==> src/rtl/mac_feeder_pkg.sv <==
// Shared constants and FSM state type for the MAC operand feeder.
package mac_feeder_pkg;

    localparam int MAC_DW      = 10;
    localparam int MAC_FW      = 20;
    localparam int MAC_LENW    = 8;
    localparam int MAC_LATENCY = 2;

    typedef enum logic [2:0] {
        IDLE,
        CLEAR,
        ISSUE,
        DRAIN,
        HOLD
    } state_t;

endpackage

==> src/rtl/mac_operand_fifo.sv <==
// Synchronous FIFO for operand pairs; push and pop may occur in the same cycle.
module mac_operand_fifo #(
    parameter int WIDTH = 20,
    parameter int DEPTH = 8
) (
    input  logic             clk,
    input  logic             reset,
    input  logic             push,
    input  logic [WIDTH-1:0] wr_data,
    input  logic             pop,
    output logic [WIDTH-1:0] rd_data,
    output logic             full,
    output logic             empty
);

    localparam int AW = $clog2(DEPTH);

    logic [WIDTH-1:0] mem [DEPTH];
    logic [AW:0]      wr_ptr;
    logic [AW:0]      rd_ptr;
    logic             do_push;
    logic             do_pop;

    // Extra pointer bit separates the full and empty cases when addresses match.
    assign full    = (wr_ptr[AW] != rd_ptr[AW]) && (wr_ptr[AW-1:0] == rd_ptr[AW-1:0]);
    assign empty   = (wr_ptr == rd_ptr);
    assign do_push = push && !full;
    assign do_pop  = pop && !empty;
    assign rd_data = mem[rd_ptr[AW-1:0]];

    always_ff @(posedge clk) begin
        if (reset) begin
            wr_ptr <= '0;
            rd_ptr <= '0;
        end else begin
            if (do_push) wr_ptr <= wr_ptr + (AW+1)'(1);
            if (do_pop)  rd_ptr <= rd_ptr + (AW+1)'(1);
        end
    end

    // NOTE: storage is deliberately not reset; the pointers alone define occupancy.
    always_ff @(posedge clk) begin
        if (do_push) mem[wr_ptr[AW-1:0]] <= wr_data;
    end

endmodule

==> src/rtl/mac_operand_feeder.sv <==
// Buffers operand pairs, issues a programmable-length dot product to the MAC and
// returns the accumulator. Define MAC_FEEDER_SKIP_ZERO_EN to skip zero-operand pairs.
module mac_operand_feeder
    import mac_feeder_pkg::*;
#(
    parameter int DW    = MAC_DW,
    parameter int FW    = MAC_FW,
    parameter int DEPTH = 8,
    parameter int LENW  = MAC_LENW
) (
    input  logic                 clk,
    input  logic                 reset,
    input  logic signed [DW-1:0] in_a,
    input  logic signed [DW-1:0] in_b,
    input  logic                 in_valid,
    output logic                 in_ready,
    input  logic                 start,
    input  logic [LENW-1:0]      vec_len,
    output logic                 busy,
    output logic signed [DW-1:0] mac_a,
    output logic signed [DW-1:0] mac_b,
    output logic                 mac_valid_in,
    output logic                 mac_reset,
    input  logic signed [FW-1:0] mac_f,
    input  logic                 mac_valid_out,
    output logic signed [FW-1:0] res_f,
    output logic                 res_valid,
    input  logic                 res_ready
);

    localparam logic [LENW:0] CNT_ONE = (LENW+1)'(1);

    state_t               state;
    logic [LENW-1:0]      len;
    logic [LENW:0]        consumed;
    logic [LENW:0]        issued;
    logic [LENW:0]        returned;
    logic [2*DW-1:0]      fifo_rd;
    logic                 fifo_full;
    logic                 fifo_empty;
    logic                 pop;
    logic                 skip;
    logic                 beat;
    logic signed [DW-1:0] head_a;
    logic signed [DW-1:0] head_b;

    mac_operand_fifo #(
        .WIDTH (2*DW),
        .DEPTH (DEPTH)
    ) u_fifo (
        .clk     (clk),
        .reset   (reset),
        .push    (in_valid && in_ready),
        .wr_data ({in_a, in_b}),
        .pop     (pop),
        .rd_data (fifo_rd),
        .full    (fifo_full),
        .empty   (fifo_empty)
    );

    assign head_a    = fifo_rd[2*DW-1:DW];
    assign head_b    = fifo_rd[DW-1:0];
    assign in_ready  = !fifo_full && !reset;
    assign mac_reset = reset || (state == CLEAR);
    assign pop       = (state == ISSUE) && !fifo_empty;
    assign beat      = mac_valid_out && ((state == ISSUE) || (state == DRAIN));

`ifdef MAC_FEEDER_SKIP_ZERO_EN
    assign skip = (head_a == '0) || (head_b == '0);
`else
    assign skip = 1'b0;
`endif

    // NOTE: all state here is registered with non-blocking assignments so every
    // branch sees the values from the start of the cycle.
    always_ff @(posedge clk) begin
        if (reset) begin
            state        <= IDLE;
            len          <= '0;
            consumed     <= '0;
            issued       <= '0;
            returned     <= '0;
            mac_a        <= '0;
            mac_b        <= '0;
            mac_valid_in <= 1'b0;
            res_f        <= '0;
            res_valid    <= 1'b0;
            busy         <= 1'b0;
        end else begin
            mac_valid_in <= 1'b0;
            if (beat) returned <= returned + CNT_ONE;

            case (state)
                IDLE: begin
                    if (start) begin
                        len      <= vec_len;
                        consumed <= '0;
                        issued   <= '0;
                        returned <= '0;
                        busy     <= 1'b1;
                        if (vec_len != '0) begin
                            state <= CLEAR;
                        end else begin
                            res_f     <= '0;
                            res_valid <= 1'b1;
                            state     <= HOLD;
                        end
                    end
                end
                CLEAR: state <= ISSUE;
                ISSUE: begin
                    if (pop) begin
                        consumed <= consumed + CNT_ONE;
                        if (!skip) begin
                            mac_a        <= head_a;
                            mac_b        <= head_b;
                            mac_valid_in <= 1'b1;
                            issued       <= issued + CNT_ONE;
                        end
                        if (consumed + CNT_ONE == {1'b0, len}) state <= DRAIN;
                    end
                end
                DRAIN: begin
                    // Current beat included so the final accumulator is caught as it lands.
                    if (returned + {{LENW{1'b0}}, beat} == issued) begin
                        res_f     <= mac_f;
                        res_valid <= 1'b1;
                        state     <= HOLD;
                    end
                end
                HOLD: begin
                    if (res_ready) begin
                        res_valid <= 1'b0;
                        busy      <= 1'b0;
                        state     <= IDLE;
                    end
                end
                default: state <= IDLE;
            endcase
        end
    end

endmodule

==> config.mk <==
export PLATFORM = sky130hd
export DESIGN_NAME = mac_operand_feeder
export DESIGN_NICKNAME = d
export VERILOG_FILES = /design/src/rtl/mac_feeder_pkg.sv /design/src/rtl/mac_operand_fifo.sv /design/src/rtl/mac_operand_feeder.sv
export SDC_FILE = /design/constraint.sdc
export NUM_CORES = 1
export LEC_CHECK = 0
export CAP_MARGIN = 40
export CORE_MARGIN = 1
export CORE_UTILIZATION = 61
export DETAILED_ROUTE_END_ITERATION = 7
export PLACE_DENSITY = 0.84
export SLEW_MARGIN = 20
export SYNTH_ARGS = -nofsm -noshare
export SYNTH_HDL_FRONTEND = slang
export SYNTH_SLANG_ARGS = --single-unit
==> constraint.sdc <==
create_clock -name clk -period 10.22 [get_ports clk]
set_input_delay 1.533 -clock clk [delete_from_list [all_inputs] [get_ports clk]]
set_output_delay 1.533 -clock clk [all_outputs]
set_load 0.1 [all_outputs]
# Word level (Yosys, flattened, before mapping)
# Memory sizes are Yosys's and may differ from the RTL's. A register that Yosys moved wholly into a read port is not among the register bits.
# Cells that the tools add are included.
# totals
regBits	69
mem_bits_rw	160
inputBits	54
out_inout_bits	45
wordCells	89
mem_count	1
# mem_list
name	depth	width	read_ports	rd_ports_with_merged_regs	wr	line_no	text
u_fifo.mem	8	20	1	1	1	mac_operand_fifo.sv:18	logic [WIDTH-1:0] mem [DEPTH];
# op_classes
addsub	6
n_eq_ne	15
mux	29
n_bitwise	1
reduce_logical	26
# ops
op	count
$mux 20	3
$mux 9	6
$pmux 20 s2	1
$pmux 9 s2	2
$add 9x1->9 const B	3
$mux 3	6
$pmux 3 s5	1
$reduce_and 5->1	2
$add 9x1->9	1
$eq 9x8->1	1
$eq 9x9->1	1
$add 4x1->4 const B	2
$mux 1	8
$reduce_bool 8->1	1
$logic_and 1x1->1	7
$eq 3x2->1 const B	2
$ne 2x1->1 const B	3
$ne 2x2->1 const B	3
$reduce_and 3->1	2
$reduce_bool 2->1	3
$eq 4x4->1	1
$reduce_and 2->1	2
$reduce_and 4->1	1
$eq 3x1->1 const B	1
11 further kinds	14

# Logic depth before layout (Yosys ltp)
# depth
depth_word	8
depth_mapped	12
mapped_depth_nobuf	10

# Cells and area by module
# Synthesis repeated with hierarchy kept, for this count alone.
# hier_totals
hier_cells	779
area_unflattened_um2	10538.9
# by_module_without_submodules
mod	n_inst	cells_per_inst	area_each_um2	seq_area_each_um2
mac_operand_fifo	1	316	6744.0	5024.8
mac_operand_feeder	1	463	3794.9	1621.6

# Worst setup path after synthesis
# Ideal clock, no wire load.
# synth_timing
path_type	input-to-reg
from	input port reset
to	memory u_fifo.mem[0][0], enable pin
setup_ns	0.449
t_arrival_ns	5.729
required_time_ns	9.771
slack_ns	4.043
stages	4
cell_sequence	clkbuf_1 -> a41oi_1 -> nand2_1 -> nor4_1
# synth_between
elab_chain_cells	6
# synth_lines
item	line_no	text
start, declared	mac_operand_feeder.sv:12	input logic reset,
$logic_not 1->1	mac_operand_feeder.sv:63	assign in_ready = !fifo_full && !reset;
$logic_and 1x1->1	mac_operand_feeder.sv:63	
named net in_ready	mac_operand_feeder.sv:16	output logic in_ready,
$logic_and 1x1->1	mac_operand_feeder.sv:53	.push (in_valid && in_ready),
$logic_and 1x1->1	mac_operand_fifo.sv:27	assign do_push = push && !full;
$mux 1	mac_operand_fifo.sv:43	if (do_push) mem[wr_ptr[AW-1:0]] <= wr_data;
$mux 1 (implied by the code)	mac_operand_fifo.sv:43	
end, declared	mac_operand_fifo.sv:18	
# The timed path passes the listed nets, and every way through them passes these cells.

# Worst setup path after layout
# layout_timing
from	input port reset
to	output port mac_reset
# layout_between
elab_chain_cells	1
# layout_lines
item	line_no	text
$logic_or 1x1->1	mac_operand_feeder.sv:64	assign mac_reset = reset || (state == CLEAR);
end, declared	mac_operand_feeder.sv:23	output logic mac_reset,
# Every way passes these cells.

==> run_results.csv <==
group,metric,value,unit
clock_network,cts_resized,0,
route,drc_errors,0,
logic_synthesis,ys_seq_area_share,64.4,%
clock_network,clk_pin_slew_worst_paths,0.06,ns
finish,stdcell_area,0.0129,mm2
timing,worst_pin_slew,0.734,ns
grt,grt_pass1_wl,35900,um
placement,gp_congestion,0.808,
floorplanning,start_util,63.5,%
grt,grt_pass1_vias,6912,
power_and_ir_drop,seqPwrFrac,45.4,%
finish,fin_nets,944,
route,met2_length,11500,um
timing,fin_setup_tns,0,ns
floorplanning,die_h,132,um
power_and_ir_drop,netSwitchingPower,729,uW
placement,hpwl,13900,um
finish,layout-drive-gt1-share,17.6,%
clock_network,cts_setup_buffers,0,
power_and_ir_drop,swShare,28.9,%
logic_synthesis,synth_top_area_cell,"edfxtp_1",
route,topRoutingLayerUsed,"met4",
clock_network,clock_path_buffers,3,
timing,fin_crit,5.15,ns
finish,final_common_cell,"edfxtp_1",
logic_synthesis,synth_seq_cells,249,
floorplanning,die-area,0.0173,mm2
critical_path,rrSetupSlack,6.69,ns
critical_path,path_class,"in2out",
placement,place_area,0.0122,mm2
critical_path,end_kind,"output port",
critical_path,worstSetupStartpointType,"input pin",
flow_run,maxCapViolCount,0,
outcome,status,"finished clean",
critical_path,cp_max_fo,54,
power_and_ir_drop,power.density,195,mW/mm2
floorplanning,io_pins,99,
route,routedWlPerCell,20.0,um
grt,grt_use_total,26.5,%
clock_network,cts_tree,"yes",
logic_synthesis,syn_inst,742,
finish,diodes,0,
logic_synthesis,synth.top_cell.area_share,46.9,%
logic_synthesis,synth_fp_nets,803,
clock_network,clock-sinks,249,
worst_hold_path,hp-class,"reg2reg",
timing,min_period_over_period,50.4,%
route,firstDrtPassIters,5,
route,ant_nets,0,
route,wirelength,22300,um
critical_path,arrival,3.62,ns
finish,area_growth,26.4,%
grt,antenna_found_initial,0,
clock_network,root_buffer,"clkbuf_16",
power_and_ir_drop,pwr-share-comb,20.5,%
floorplanning,fp.coreArea,0.0161,mm2
logic_synthesis,async_flop_share,0,%
power_and_ir_drop,pwr-share-clk,34.0,%
timing,drv_slew,0,
power_and_ir_drop,irDropWorstVdd,175,uV
finish,layout_common_cells,"edfxtp_1, clkdlybuf4s50_1, dfxtp_1",
clock_network,cts_buffers,25,
route,wl_met3,1350,um
grt,grt_max_degree,55,
logic_synthesis,netlist_area,0.0102,mm2
clock_network,h-tree-depth,1,
floorplanning,die_w,132,um
route,viasPerCell,5.97,
clock_network,postCtsHoldBufs,0,
timing,clock.fmax,194,MHz
logic_synthesis,synthTopCellsByArea,"edfxtp_1, dfxtp_1, mux4_2, mux2i_1, nand2_1",
power_and_ir_drop,cell_internal_pwr,1790,uW
critical_path,worstPathRequired,8.69,ns
route,wl_met1,8800,um
critical_path,cp_slowest_cell,"clkdlybuf4s50_1",
route,via_count,6673,
logic_synthesis,synth_cell_types,55,
logic_synthesis,synth_flop_cell,"edfxtp_1",
timing,slew_headroom,51.0,%
floorplanning,rows,46,
logic_synthesis,avgSynthCellArea,13.8,um2
timing,setup_viol,0,
placement,io_buffers,98,
timing,clock_skew,0.0182,ns
critical_path,critical_path.cell_chain,"buf_2, buf_4, inv_1, o31ai_1, clkdlybuf4s50_1, buf_8",
timing,hold_viol_final,0,
critical_path,max_stage_delay,0.57,ns
timing,rsz0062_at_grt,"no",
grt,grt_overflow,0,
logic_synthesis,yosysWarnings,0,
route,first_iter_violations,550,
clock_network,clk_latency,0.53,ns
logic_synthesis,synth-edff-count,160,
power_and_ir_drop,p_leak,0.00423,uW
## area by class of cell
cell class                 count  area, um2
clock inverter                 9       61.3
multi-input combinational    439       3460
sequential                   249       6590
inverter                       9       33.8
fill                         855       3180
tap                          216        270
timing repair buffer         159       1820
clock buffer                  37        711
## synthesized netlist by cell type (6+ instances only)
| library cell | n |
|---|---|
| edfxtp_1 | 160 |
| ha_1 | 7 |
| mux4_2 | 40 |
| nor2_1 | 64 |
| inv_1 | 9 |
| xor2_1 | 16 |
| buf_2 | 13 |
| clkbuf_1 | 25 |
| nor4_1 | 6 |
| o21ai_0 | 14 |
| a21oi_1 | 26 |
| nand2_1 | 82 |
| nor3_1 | 12 |
| mux2i_1 | 42 |
| dfxtp_1 | 89 |
| a211oi_1 | 25 |
| xnor2_1 | 23 |
| nand3_1 | 16 |
## state kept, by name, indices dropped and copies added (netlist names), 8 cells and up
name / flops
mac_b: 10
mac_a: 10
issued: 9
consumed: 9
u_fifo.mem: 160
returned: 9
res_f: 20
len: 8
## path summary, 6_finish.rpt
check	from	end	cells after the start
worst max-delay path	reset	mac_reset	6
worst min-delay path	res_f[7]	res_f[7]	2
worst max register to register	state[1]	res_f[3]	11
worst min register to register	res_f[7]	res_f[7]	2
## power groups by stage
stage / Combinational, uW / Clock, uW / Sequential, uW
6_report: 518 / 858 / 1150
3_5_place_dp: 516 / 0 / 1160
4_1_cts: 519 / 870 / 1140
2_1_floorplan: 219 / 0 / 1280
3_3_place_gp: 438 / 0 / 1160
5_1_grt: 548 / 910 / 1150
## stage by stage
stage	hold slack, ns	util [%]	setup WS [ns]	std cells	total power, uW
CTS	0.460	80.3	5.07	1118	2530
detailed placement	0.452	75.5	5.09	1072	1680
global placement	0.444	70.9	4.71	1024	1600
global route	0.478	80.3	4.95	1118	2610
finish	0.457	80.3	5.07	1118	2520
floorplan	0.448	-	4.04	742	1500
## kinds of logic after synthesis
kind of cell	count (synthesis)	synth area share (%)
compound gates	91	6.05
xor+xnor	39	3.34
fa+ha+maj	7	0.856
buf+inv	54	2.36
flops	249	64.4
mux	83	13.0
simple gates	219	10.0
## worst max-delay path, delay by kind of cell
family | cells | cell delay (ns)
AOI/OAI and AO/OA | 1 | 0.18
buffers and inverters | 5 | 1.88
## layer usage
| layer | vias up | track usage, % |
|---|---|---|
| met5 | - | 0 |
| met4 | 0 | 9.56 |
| met3 | 53 | 4.44 |
| met2 | 275 | 46.6 |
| met1 | 3277 | 33.0 |
| li1 | 3068 | - |
No activity file was read; power rests on OpenSTA's default activity.
